[src/rtl/fb_rect_fill_pkg.sv]
`default_nettype none
// ============================================================================
// Module  : fb_rect_fill_pkg
// Brief   : Shared types and sizes for the rectangle-fill engine.
// Revision: 1.0 - initial release
// ============================================================================
package fb_rect_fill_pkg;

  localparam int H_PIXELS_DEF = 160;
  localparam int V_PIXELS_DEF = 120;
  localparam int X_W          = 8;
  localparam int Y_W          = 7;
  localparam int ADDR_W       = X_W + Y_W;

  typedef enum logic [1:0] {
    S_IDLE   = 2'd0,
    S_SETUP  = 2'd1,
    S_FILL   = 2'd2,
    S_FINISH = 2'd3
  } state_t;

endpackage
`default_nettype wire

[src/rtl/fb_raster_scan.sv]
`default_nettype none
// ============================================================================
// Module  : fb_raster_scan
// Brief   : x/y raster walker over an inclusive rectangle, row-major order.
// Revision: 1.0 - initial release
// ============================================================================
module fb_raster_scan
  import fb_rect_fill_pkg::*;
(
  input  logic           clk,
  input  logic           rst_n,
  input  logic           i_load,
  input  logic           i_en,
  input  logic [X_W-1:0] i_xl,
  input  logic [X_W-1:0] i_xr,
  input  logic [Y_W-1:0] i_yt,
  input  logic [Y_W-1:0] i_yb,
  output logic [X_W-1:0] o_x,
  output logic [Y_W-1:0] o_y,
  output logic           o_last
);

  logic [X_W-1:0] r_x;
  logic [Y_W-1:0] r_y;
  logic [X_W-1:0] r_xl;
  logic [X_W-1:0] r_xr;
  logic [Y_W-1:0] r_yb;

  always_ff @(posedge clk or negedge rst_n) begin
    if (!rst_n) begin
      r_x  <= '0;
      r_y  <= '0;
      r_xl <= '0;
      r_xr <= '0;
      r_yb <= '0;
    end else if (i_load) begin
      r_x  <= i_xl;
      r_y  <= i_yt;
      r_xl <= i_xl;
      r_xr <= i_xr;
      r_yb <= i_yb;
    end else if (i_en && !o_last) begin
      // Holding on the last pixel keeps y from stepping past the bottom edge.
      if (r_x == r_xr) begin
        r_x <= r_xl;
        r_y <= r_y + 1'b1;
      end else begin
        r_x <= r_x + 1'b1;
      end
    end
  end

  assign o_x    = r_x;
  assign o_y    = r_y;
  assign o_last = (r_x == r_xr) && (r_y == r_yb);

endmodule
`default_nettype wire

[src/rtl/fb_rect_fill.sv]
`default_nettype none
// ============================================================================
// Module  : fb_rect_fill
// Brief   : Fills an axis-aligned rectangle in a 1-bpp framebuffer, 1 px/clk.
// Revision: 1.0 - initial release
// ============================================================================
module fb_rect_fill
  import fb_rect_fill_pkg::*;
#(
  parameter int H_PIXELS = H_PIXELS_DEF,
  parameter int V_PIXELS = V_PIXELS_DEF
) (
  input  logic              clk,
  input  logic              rst_n,
  input  logic              i_cmd_valid,
  output logic              o_cmd_ready,
  input  logic [X_W-1:0]    i_cmd_x0,
  input  logic [X_W-1:0]    i_cmd_x1,
  input  logic [Y_W-1:0]    i_cmd_y0,
  input  logic [Y_W-1:0]    i_cmd_y1,
  input  logic              i_cmd_colour,
  input  logic              i_abort,
  output logic [ADDR_W-1:0] o_fb_addr,
  output logic              o_fb_data,
  output logic              o_fb_we,
  output logic              o_busy,
  output logic              o_done
);

  localparam logic [X_W-1:0] c_X_MAX = X_W'(H_PIXELS - 1);
  localparam logic [Y_W-1:0] c_Y_MAX = Y_W'(V_PIXELS - 1);

  state_t         r_state;
  state_t         w_next;
  logic [X_W-1:0] r_x0, r_x1;
  logic [Y_W-1:0] r_y0, r_y1;
  logic           r_colour;

  logic [X_W-1:0] w_xmin, w_xmax, w_xl, w_xr, w_x;
  logic [Y_W-1:0] w_ymin, w_ymax, w_yt, w_yb, w_y;
  logic           w_load, w_en, w_last, w_we, w_done;

  always_ff @(posedge clk or negedge rst_n) begin
    if (!rst_n) begin
      r_state  <= S_IDLE;
      r_x0     <= '0;
      r_x1     <= '0;
      r_y0     <= '0;
      r_y1     <= '0;
      r_colour <= 1'b0;
    end else begin
      r_state <= w_next;
      if (r_state == S_IDLE && i_cmd_valid) begin
        r_x0     <= i_cmd_x0;
        r_x1     <= i_cmd_x1;
        r_y0     <= i_cmd_y0;
        r_y1     <= i_cmd_y1;
        r_colour <= i_cmd_colour;
      end
    end
  end

  // Sort the corners first, then clamp, so the ordering survives clamping.
  assign w_xmin = (r_x0 < r_x1) ? r_x0 : r_x1;
  assign w_xmax = (r_x0 < r_x1) ? r_x1 : r_x0;
  assign w_ymin = (r_y0 < r_y1) ? r_y0 : r_y1;
  assign w_ymax = (r_y0 < r_y1) ? r_y1 : r_y0;
  assign w_xl   = (w_xmin > c_X_MAX) ? c_X_MAX : w_xmin;
  assign w_xr   = (w_xmax > c_X_MAX) ? c_X_MAX : w_xmax;
  assign w_yt   = (w_ymin > c_Y_MAX) ? c_Y_MAX : w_ymin;
  assign w_yb   = (w_ymax > c_Y_MAX) ? c_Y_MAX : w_ymax;

  always_comb begin
    w_next = r_state;
    w_load = 1'b0;
    w_en   = 1'b0;
    w_we   = 1'b0;
    w_done = 1'b0;
    case (r_state)
      S_IDLE: begin
        if (i_cmd_valid) w_next = S_SETUP;
      end
      S_SETUP: begin
        if (i_abort) begin
          w_next = S_IDLE;
        end else begin
          w_load = 1'b1;
          w_next = S_FILL;
        end
      end
      S_FILL: begin
        if (i_abort) begin
          w_next = S_IDLE;
        end else begin
          w_we = 1'b1;
          w_en = 1'b1;
          if (w_last) w_next = S_FINISH;
        end
      end
      S_FINISH: begin
        w_done = 1'b1;
        w_next = S_IDLE;
      end
      default: w_next = S_IDLE;
    endcase
  end

  fb_raster_scan u_scan (
    .clk    (clk),
    .rst_n  (rst_n),
    .i_load (w_load),
    .i_en   (w_en),
    .i_xl   (w_xl),
    .i_xr   (w_xr),
    .i_yt   (w_yt),
    .i_yb   (w_yb),
    .o_x    (w_x),
    .o_y    (w_y),
    .o_last (w_last)
  );

  assign o_cmd_ready = (r_state == S_IDLE);
  assign o_busy      = (r_state != S_IDLE);
  assign o_fb_we     = w_we;
  assign o_done      = w_done;
  assign o_fb_addr   = {w_y, w_x};
  assign o_fb_data   = r_colour;

endmodule
`default_nettype wire

[config.mk]
export PLATFORM = sky130hd
export DESIGN_NAME = fb_rect_fill
export DESIGN_NICKNAME = d
export VERILOG_FILES = /design/src/rtl/fb_rect_fill_pkg.sv /design/src/rtl/fb_raster_scan.sv /design/src/rtl/fb_rect_fill.sv
export SDC_FILE = /design/constraint.sdc
export NUM_CORES = 1
export LEC_CHECK = 0
export ABC_AREA = 1
export CAP_MARGIN = 10
export CELL_PAD_IN_SITES_DETAIL_PLACEMENT = 1
export CELL_PAD_IN_SITES_GLOBAL_PLACEMENT = 1
export CORE_ASPECT_RATIO = 0.5
export CORE_UTILIZATION = 26
export DETAILED_ROUTE_END_ITERATION = 10
export GPL_TIMING_DRIVEN = 0
export PLACE_DENSITY = 0.67
export REMOVE_ABC_BUFFERS = 1
export SLEW_MARGIN = 20
export SYNTH_ARGS = -nofsm -noshare
export SYNTH_HDL_FRONTEND = slang
export SYNTH_HIERARCHICAL = 1
export SYNTH_SLANG_ARGS = --single-unit
[constraint.sdc]
create_clock -name clk -period 6.55 [get_ports clk]
set_clock_uncertainty 0.2 [all_clocks]
set_input_delay 0.655 -clock clk [delete_from_list [all_inputs] [get_ports clk]]
set_output_delay 0.655 -clock clk [all_outputs]
set_load 0.05 [all_outputs]
==> results.tsv <==
metric	value	unit
yosys.area.top_type	dfrtp_1	
holdWs	0.0104	ns
die_x	186	um
swShare	0.492	
rsz0062_at_grt	no	
r2r-start	r_x1[5]	
seqPwrFrac	0.262	
cts_sinks	71	
worstSetupPathType	input port to output port	
areaGrowthSynthToFinish	25.9	%
cts_root_buf	clkbuf_16	
synth_cells	602	
drv_cap	0	
cts_made_buffers	9	
worstMarginPinSlew	0.822	ns
place_ws	3.10	ns
num_rows	33	
place_hpwl	8420	um
synth_ff_type	dfrtp_1	
dr.pass1.iters	4	
yosys.area.top_type_share	0.405	
period_needed	3.44	ns
drt_iter0_drc	176	
synth_common_cells	nand2_1, dfrtp_1, inv_1, nor2_1, nand3_1	
ctsHoldBuffers	0	
worstHoldPathType	input port to async pin	
grt_antenna_before_repair	0	
clk_pin_slew	0.06	ns
io_pins	55	
reg2reg_depth	15	
rr_endpoint	u_scan/o_x[3]	
tns	0	ns
vdd_drop_max	0.144	mV
initial_core_util	0.267	
clk_path_buf_depth	2	
outcome	completed	
cp.required	5.69	ns
slowest_stage	clkdlybuf4s50_1	
wl_per_cell	12.7	um
cts_resized	0	
path_cells	clkdlybuf4s50_1 > nor3_1 > clkdlybuf4s50_1	
endpoint_kind	output port	
globalplace.congestion	0.744	
crit_fanout	4	
htree_num_levels	3	
grt_max_degree	52	
diodes	0	
yosys-top-cells-area	dfrtp_1, nand2_1, inv_1	
post_cts_buffers	0	
dieHeight	93.8	um
portBuffers	54	
crit_top_cell	clkdlybuf4s50_1	
critPathLaunchType	input port	
critPathMaxStageDelay	0.92	ns
p_per_area	574	nW/um^2
post_synth.cell_area_avg	7.28	um^2
ant_nets	0	
yosysSeqAreaShare	0.405	
clock_latency	0.34	ns
finalNetCount	702	
ys_ff_latch	71	
power_leakage	0.00272	uW
num_vias	3890	
pwr-share-comb	0.569	
hold_violations	0	
die_area	17400	um^2
arrival	2.58	ns
timing.fmax	291	MHz
synth_cell_types	35	
grt_remaining_overflow	0	
cts_tree	built	
p_int	1610	uW
syn_area	4380	um^2
drive_gt1_frac	0.108	
reg2reg_slack	3.86	ns
pwr-share-clk	0.169	
grt_pass1_wl	19000	um
drc_errors	0	
async_reset_ff_frac	1.00	
via_per_inst	4.40	
timing.final.crit_share	0.525	
synth_edf_count	0	
core	16400	um^2
maxSlewViolCount	0	
slew_headroom	0.451	
wl	11200	um
synth_warnings	6	
first_global_vias	3880	
finalSetupViolCount	0	
setup_ws	3.11	ns
grtUsageTotal	0.139	
p_sw	1560	uW
synth.most_common_cell	nand2_1	
[per-stage QoR]
step / instances / power [uW] / util / instance area [um^2]
4_1_cts: 884 / 3220 / 0.336 / 5520
3_3_place_gp: 865 / 2590 / 0.311 / 5110
2_1_floorplan: 584 / 2140 / - / 4290
3_5_place_dp: 868 / 2670 / 0.316 / 5190
6_report: 884 / 3170 / 0.336 / 5520
5_1_grt: 884 / 3500 / 0.336 / 5520
[placed cells by master (no fill, tap or decap), drive strengths merged]
master         instances
nand2                233
dfrtp                 71
inv                   68
nor2                  54
clkdlybuf4s50         53
nand3                 42
o21ai                 38
a21oi                 31
ha                    15
mux2                  12
clkbuf                 9
xor2                   5
buf                    4
nor3                   3
mux2i                  3
clkinv                 3
bufinv                 2
xnor2                  2
nand4                  2
a21o                   1
and2                   1
o21a                   1
o22ai                  1
clkinvlp               1
a21boi                 1
a31oi                  1
[worst max-delay path by stage]
stage,startpoint,endpoint,slack (ns),depth (start not counted)
2_1_floorplan,i_abort,u_scan/o_y[4],2.78,6
3_3_place_gp,i_abort,u_scan/o_y[1],0.63,7
3_5_place_dp,i_abort,o_fb_we,3.10,3
4_1_cts,i_abort,o_fb_we,3.10,3
5_1_grt,i_abort,o_fb_we,3.00,3
6_report,i_abort,o_fb_we,3.11,3
[cells by family after synthesis]
| family | share of synthesized area |
|---|---|
| muxes | 0.0377 |
| adders and majority gates | 0.0428 |
| xor gates and xnor gates | 0.0140 |
| buffers and inverters | 0.0788 |
| AOI/OAI and AO/OA | 0.0920 |
| and+or+nand+nor | 0.329 |
| DFF | 0.405 |
[routing by layer]
| metal | GRT usage | vias to the layer above | part of all wire |
|---|---|---|---|
| li1 | - | 1995 | - |
| met1 | 0.177 | 1847 | 0.50 |
| met2 | 0.239 | 43 | 0.47 |
| met3 | 0.0337 | 5 | 0.030 |
| met4 | 0.0307 | 0 | 0.0053 |
| met5 | 0 | - | 0 |
[registers in the layout (all words and copies together) (netlist names)]
signal / flops
o_fb_data: 1
r_state: 2
r_y0: 7
u_scan/r_xr: 8
r_x0: 8
u_scan/o_x: 8
r_x1: 8
r_y1: 7
u_scan/r_xl: 8
u_scan/r_yb: 7
u_scan/o_y: 7
[power by group through the flow]
stage / Sequential, uW / Combinational, uW / Clock (uW)
2_1_floorplan: 925 / 1220 / 0
3_3_place_gp: 830 / 1760 / 0
3_5_place_dp: 839 / 1830 / 0
4_1_cts: 833 / 1840 / 551
5_1_grt: 868 / 2060 / 570
6_report: 829 / 1800 / 535
[critical path, delay by kind of cell]
family	cells	cell delay, ns
buffers and inverters	2	1.39
AND/OR/NAND/NOR	1	0.54
[final cells by class]
| cell class | instances | area, um^2 |
|---|---|---|
| multi-input combinational | 446 | 2270 |
| clock buffer | 9 | 225 |
| tap | 227 | 284 |
| inverter | 67 | 251 |
| timing repair buffer | 57 | 613 |
| sequential | 71 | 1780 |
| clock inverter | 7 | 95.1 |
| fill | 2059 | 10900 |
(Power assumes the default switching activity.)
